`config.mk`:
```
export PLATFORM = sky130hd
export DESIGN_NAME = tcdm_initiator_shim
export DESIGN_NICKNAME = d
export VERILOG_FILES = /design/src/rtl/tcdm_init_pkg.sv /design/src/rtl/tcdm_init_rob.sv /design/src/rtl/tcdm_initiator_shim.sv
export SDC_FILE = /design/constraint.sdc
export NUM_CORES = 1
export LEC_CHECK = 0
export ABC_AREA = 1
export ABC_CLOCK_PERIOD_IN_PS = 2200
export BUFFER_PORTS_ARGS = -buffer_cell sky130_fd_sc_hd__buf_2
export CELL_PAD_IN_SITES_DETAIL_PLACEMENT = 1
export CELL_PAD_IN_SITES_GLOBAL_PLACEMENT = 1
export CORE_MARGIN = 4
export CORE_UTILIZATION = 13
export DETAILED_ROUTE_END_ITERATION = 8
export PLACE_DENSITY = 0.85
export SYNTH_ARGS = -nofsm -noshare
export SYNTH_HDL_FRONTEND = slang
export SYNTH_SLANG_ARGS = --single-unit
```
`constraint.sdc`:
```
create_clock -name clk_i -period 2.2 [get_ports clk_i]
set_input_delay 0.44 -clock clk_i [delete_from_list [all_inputs] [get_ports clk_i]]
set_output_delay 0.44 -clock clk_i [all_outputs]
set_load 0.03 [all_outputs]
```
`src/rtl/tcdm_init_pkg.sv`:
```
// Shared types for the TCDM initiator shim: request metadata and AMO codes.
// Optional in-order response buffer is enabled with TCDM_INITIATOR_ROB_EN.
package tcdm_init_pkg;

  localparam int unsigned META_CORE_ID_W = 8;
  localparam int unsigned META_TAG_W = 4;
  localparam int unsigned TCDM_STORE_FLAG = 0;

  typedef enum logic [3:0] {
    AMO_NONE = 4'h0,
    AMO_SWAP = 4'h1,
    AMO_ADD  = 4'h2,
    AMO_XOR  = 4'h3,
    AMO_AND  = 4'h4,
    AMO_OR   = 4'h5,
    AMO_MIN  = 4'h6,
    AMO_MAX  = 4'h7,
    AMO_MINU = 4'h8,
    AMO_MAXU = 4'h9,
    AMO_LR   = 4'hA,
    AMO_SC   = 4'hB
  } tcdm_amo_e;

  typedef struct packed {
    logic [META_CORE_ID_W-1:0] core_id;
    logic [META_TAG_W-1:0]     tag;
    logic                      is_store;
  } tcdm_init_meta_t;

  function automatic int unsigned idx_width(input int unsigned n);
    return (n > 1) ? unsigned'($clog2(n)) : 1;
  endfunction

endpackage

```
`src/rtl/tcdm_init_rob.sv`:
```
// Reorder buffer: one slot per tag, drained strictly in grant order.
// Built only when TCDM_INITIATOR_ROB_EN is defined.
module tcdm_init_rob
  import tcdm_init_pkg::*;
#(
  parameter int unsigned DataWidth      = 32,
  parameter int unsigned NumOutstanding = 4,
  localparam int unsigned TagWidth      = idx_width(NumOutstanding)
) (
  input  logic                 clk_i,
  input  logic                 rst_i,
  input  logic                 resp_valid_i,
  input  logic [TagWidth-1:0]  resp_tag_i,
  input  logic                 resp_store_i,
  input  logic [DataWidth-1:0] resp_rdata_i,
  output logic                 core_rvalid_o,
  input  logic                 core_rready_i,
  output logic [DataWidth-1:0] core_rdata_o,
  output logic                 retire_o
);

  logic [NumOutstanding-1:0] slot_valid_q;
  logic [NumOutstanding-1:0] slot_store_q;
  logic [DataWidth-1:0]      slot_data_q [NumOutstanding];
  logic [TagWidth-1:0]       retire_ptr_q;
  logic                      head_valid;
  logic                      head_store;

  assign head_valid    = slot_valid_q[retire_ptr_q];
  assign head_store    = slot_store_q[retire_ptr_q];
  assign core_rvalid_o = head_valid && !head_store;
  assign core_rdata_o  = slot_data_q[retire_ptr_q];
  assign retire_o      = head_valid && (head_store || core_rready_i);

  // Free the head on retire, then capture any arriving response.
  always_ff @(posedge clk_i) begin
    if (rst_i) begin
      slot_valid_q <= '0;
      slot_store_q <= '0;
      retire_ptr_q <= '0;
      for (int i = 0; i < NumOutstanding; i++) begin
        slot_data_q[i] <= '0;
      end
    end else begin
      if (retire_o) begin
        slot_valid_q[retire_ptr_q] <= 1'b0;
        retire_ptr_q <= retire_ptr_q + 1'b1;
      end
      if (resp_valid_i) begin
        slot_valid_q[resp_tag_i] <= 1'b1;
        slot_store_q[resp_tag_i] <= resp_store_i;
        slot_data_q[resp_tag_i]  <= resp_rdata_i;
      end
    end
  end

endmodule

```
`src/rtl/tcdm_initiator_shim.sv`:
```
// Core req/gnt to TCDM valid/ready initiator with credit-limited issue.
// Define TCDM_INITIATOR_ROB_EN to return responses in issue order.
module tcdm_initiator_shim
  import tcdm_init_pkg::*;
#(
  parameter int unsigned AddrWidth      = 32,
  parameter int unsigned DataWidth      = 32,
  parameter int unsigned NumOutstanding = 4,
  parameter int unsigned CoreIdWidth    = 8,
  localparam int unsigned TagWidth      = idx_width(NumOutstanding)
) (
  input  logic                   clk_i,
  input  logic                   rst_i,
  input  logic [CoreIdWidth-1:0] core_id_i,
  input  logic                   core_req_i,
  output logic                   core_gnt_o,
  input  logic [AddrWidth-1:0]   core_addr_i,
  input  logic [3:0]             core_amo_i,
  input  logic                   core_write_i,
  input  logic [DataWidth-1:0]   core_wdata_i,
  input  logic [DataWidth/8-1:0] core_be_i,
  output logic                   core_rvalid_o,
  input  logic                   core_rready_i,
  output logic [DataWidth-1:0]   core_rdata_o,
  output logic                   req_valid_o,
  input  logic                   req_ready_i,
  output logic [AddrWidth-1:0]   req_addr_o,
  output logic [3:0]             req_amo_o,
  output logic                   req_write_o,
  output logic [DataWidth-1:0]   req_wdata_o,
  output logic [DataWidth/8-1:0] req_be_o,
  output tcdm_init_meta_t        req_meta_o,
  input  logic                   resp_valid_i,
  output logic                   resp_ready_o,
  input  logic [DataWidth-1:0]   resp_rdata_i,
  input  tcdm_init_meta_t        resp_meta_i
);

  localparam int unsigned CntWidth = TagWidth + 1;

  logic [CntWidth-1:0]       outstanding_q;
  logic [TagWidth-1:0]       alloc_ptr_q;
  logic [NumOutstanding-1:0] inflight_q;
  logic                      credit_avail;
  logic                      grant;
  logic                      retire;
  logic                      resp_acc;
  logic                      resp_store;
  logic [TagWidth-1:0]       resp_tag;
  logic                      unused_meta;

  assign credit_avail = outstanding_q != CntWidth'(NumOutstanding);
  assign req_valid_o  = !rst_i && core_req_i && credit_avail;
  assign grant        = req_valid_o && req_ready_i;
  assign core_gnt_o   = grant;

  assign req_addr_o  = core_addr_i;
  assign req_amo_o   = core_amo_i;
  assign req_write_o = core_write_i;
  assign req_wdata_o = core_wdata_i;
  assign req_be_o    = core_be_i;

  // Tag the request; metadata reads as zero while in reset.
  always_comb begin
    req_meta_o = '0;
    if (!rst_i) begin
      req_meta_o.core_id  = META_CORE_ID_W'(core_id_i);
      req_meta_o.tag      = META_TAG_W'(alloc_ptr_q);
      req_meta_o.is_store = core_write_i && (core_amo_i == AMO_NONE);
    end
  end

  assign resp_store  = resp_meta_i[TCDM_STORE_FLAG];
  assign resp_tag    = resp_meta_i.tag[TagWidth-1:0];
  assign resp_acc    = resp_valid_i && resp_ready_o;
  assign unused_meta = ^{resp_meta_i.core_id, resp_meta_i.tag};

`ifdef TCDM_INITIATOR_ROB_EN
  logic                 rob_rvalid;
  logic [DataWidth-1:0] rob_rdata;

  tcdm_init_rob #(
    .DataWidth      (DataWidth),
    .NumOutstanding (NumOutstanding)
  ) i_rob (
    .clk_i         (clk_i),
    .rst_i         (rst_i),
    .resp_valid_i  (resp_acc),
    .resp_tag_i    (resp_tag),
    .resp_store_i  (resp_store),
    .resp_rdata_i  (resp_rdata_i),
    .core_rvalid_o (rob_rvalid),
    .core_rready_i (core_rready_i),
    .core_rdata_o  (rob_rdata),
    .retire_o      (retire)
  );

  assign resp_ready_o  = !rst_i;
  assign core_rvalid_o = !rst_i && rob_rvalid;
  assign core_rdata_o  = rst_i ? '0 : rob_rdata;
`else
  assign resp_ready_o  = !rst_i && (core_rready_i || resp_store);
  assign core_rvalid_o = !rst_i && resp_valid_i && !resp_store;
  assign core_rdata_o  = rst_i ? '0 : resp_rdata_i;
  assign retire        = resp_acc;
`endif

  // Credit count: grant adds, retire removes, both cancel out.
  always_ff @(posedge clk_i) begin
    if (rst_i) begin
      outstanding_q <= '0;
    end else begin
      unique case ({grant, retire})
        2'b10:   outstanding_q <= outstanding_q + 1'b1;
        2'b01:   outstanding_q <= outstanding_q - 1'b1;
        default: outstanding_q <= outstanding_q;
      endcase
    end
  end

  // Round-robin tag allocation and in-flight tag tracking.
  always_ff @(posedge clk_i) begin
    if (rst_i) begin
      alloc_ptr_q <= '0;
      inflight_q  <= '0;
    end else begin
      if (resp_acc) inflight_q[resp_tag] <= 1'b0;
      if (grant) begin
        alloc_ptr_q             <= alloc_ptr_q + 1'b1;
        inflight_q[alloc_ptr_q] <= 1'b1;
      end
    end
  end

  resp_tag_outstanding: assert property (
    @(posedge clk_i) disable iff (rst_i)
    resp_acc |-> inflight_q[resp_tag]
  );

endmodule

```
==> results.toml <==
[clocking]
clk-insertion-delay-late_ns = 0.22
numCtsBuffers = 3
htreeDepth = 1
cts_setup_buffers = 0
cts_hold_buf = 0
clk_pin_slew_ns = 0.04
cts_tree = "done"
root_buffer = "clkbuf_8"
cts_resized = 0
cts_max_path_buffers = 2
cts_sinks = 5

[finish]
seq_area_um2 = 100
syn2layout_area_growth_pct = 12.3
layout-drive-gt1-share_pct = 46.6
nets = 382
design_area_um2 = 1410
fill_cells = 1213
antenna_cells = 0
multi_input_area_um2 = 363

[synthesis]
synthXorXnorAreaFrac_pct = 0
yosysMostFrequentCell = "buf_4"
syn_area_um2 = 1260
synth_common_cells = "buf_4 (75), inv_1 (52), nor2_1 (51), nand2_1 (11), dfxtp_1 (5)"
synth_fa_ha_area_share_pct = 2.59
synth_top_area_cell = "buf_4"
synth_edf_count = 0
syn_avg_cell_area_um2 = 5.82
ys_seq_area_share_pct = 7.97
synth_seq_cells = 5
synthCells = 216
asyncSetResetFlopFracSynth_pct = 0
synth-main-ff-cell = "dfxtp_1"
synth_top_family_by_area = "buffers and inverters"
yosysUniqueCellTypes = 19
synth-warning-count = 0
synthSimpleGateAreaFrac_pct = 23.4
synth_top_cell_area_share_pct = 44.8
synthMuxAreaShare_pct = 0
synthTopCellsByArea = "buf_4 (45%), inv_1 (16%), nor2_1 (15%)"
synth_compound_area_share_pct = 2.29

[floorplan]
io-pin-count = 254
die-area_um2 = 11300
die_w_um = 106
core-area_um2 = 9330
rows = 35
die_y_um = 106
start_util_pct = 13.5

[route]
firstDrtPassIters = 4
wl_per_cell_um = 10.9
dr.first_iter.drc_count = 35
route.vias.total = 1270
ant_nets = 0
drc = 0
viasPerCell = 3.38
finalWirelength_um = 4110

[place]
dpl_cell_area_um2 = 1370
port_buffers = 103
globalplace.congestion = 0.651
dp_hpwl_um = 3710

[timing]
fmax_mhz = 559
rsz0062_at_grt = "no"
hold_slack_ns = 0.481
min_period_ns = 1.79
fin_crit_sh_pct = 81.3
setup_violations = 0
slew_viol_final = 0
skew_ns = 0.000968
finalHoldViolCount = 0
tns_ns = 0

[worst_setup_path]
cp-end-kind = "flop"
crit_start = "outstanding_q[0]"
crit_fanout = 4
cp.arrival_ns = 1.90
worstSetupPathType = "flop to flop"
r2r-start = "outstanding_q[0]"
cp-start-kind = "flop"
worstPathRequired_ns = 2.31

[grt]
antenna_found_initial = 0
grt_overflow = 0
track_usage_pct = 6.80
grt_max_degree = 33
grt_pass1_wl_um = 6250
first_global_vias = 1328

[power_and_ir_drop]
report.power.total_uw = 559
power_density_nw_per_um2 = 397
ir_drop_v = 0.000161
p_leak_nw = 0.978

[hold_path]
hold_path.class = "flop to flop"
worstHoldStart = "alloc_ptr_q[0]"

[flow_run]
cap_violations = 0

[run_status]
status = "finished clean"
-- critical path, cell delays in order (launching register included) --
cell	delay (ns)
dfxtp_1	0.30
nor2_1	0.10
nand2_1	0.14
nand3_2	0.14
ha_1	0.18
inv_1	0.07
fa_1	0.39
nand2_1	0.09
nand3_1	0.11
nor2_1	0.11
nor2_1	0.05
-- power by group --
part	switching [mW]	internal [mW]	total (mW)
sequential	0.00341	0.0976	0.101
combinational	0.195	0.0957	0.291
clock	0.0432	0.124	0.167
-- layout make-up --
class	instances	area share, %
clock buffers	4	3.19
well taps	129	11.4
inverters	54	14.4
multi-input cells	78	25.7
repair buffers	106	38.2
flip-flops and latches	5	7.10
-- cells in the final DEF (no fill, tap or decap) --
cell      count
buf_2       103
inv_1        52
nor2_1       51
nand2_1      11
dfxtp_1       5
clkbuf_8      3
buf_4         3
inv_2         2
nand3_2       2
nand3_1       2
o21ai_0       2
a21oi_1       2
conb_1        2
nor2_8        1
nor3_1        1
a21oi_2       1
nand4_1       1
fa_1          1
ha_1          1
clkbuf_1      1
-- worst paths after layout --
| check | endpoint | slack [ns] | depth (start not counted) |
|---|---|---|---|
| worst min register to register | alloc_ptr_q[0] | 0.48 | 2 |
| worst min-delay path | alloc_ptr_q[0] | 0.48 | 2 |
| worst max register to register | outstanding_q[2] | 0.41 | 10 |
| worst max-delay path | outstanding_q[2] | 0.41 | 10 |
-- registers in the layout (all words and copies together), names as in the netlist --
| register | count |
|---|---|
| outstanding_q | 3 |
| alloc_ptr_q | 2 |
-- metal layers --
metal  wire length (um)  global-route usage, %  share of wire [%]  vias to the layer above
met5                  0                      0                  0                        -
met1               1180                   5.85                 29                      556
met2               2050                   12.4                 50                       91
met4                259                   5.55                6.3                        0
met3                612                   2.55                 15                       36
li1                   -                      -                  -                      587
-- metrics by stage --
step	cells	util, %	worst slack [ns]
3_3_place_gp	372	14.6	0.308
5_1_grt	376	15.1	0.196
6_report	376	15.1	0.412
3_5_place_dp	372	14.6	0.189
2_1_floorplan	217	-	0.382
4_1_cts	376	15.1	0.364
-- cells by family (layout without fill, tap and decap cells) --
kind of cell / after synthesis / in the layout
other cells: 1 / 2
buf+inv: 134 / 164
fa+ha+maj: 2 / 2
flops: 5 / 5
compound gates: 5 / 5
simple gates: 69 / 69
(Power assumes the default switching activity.)
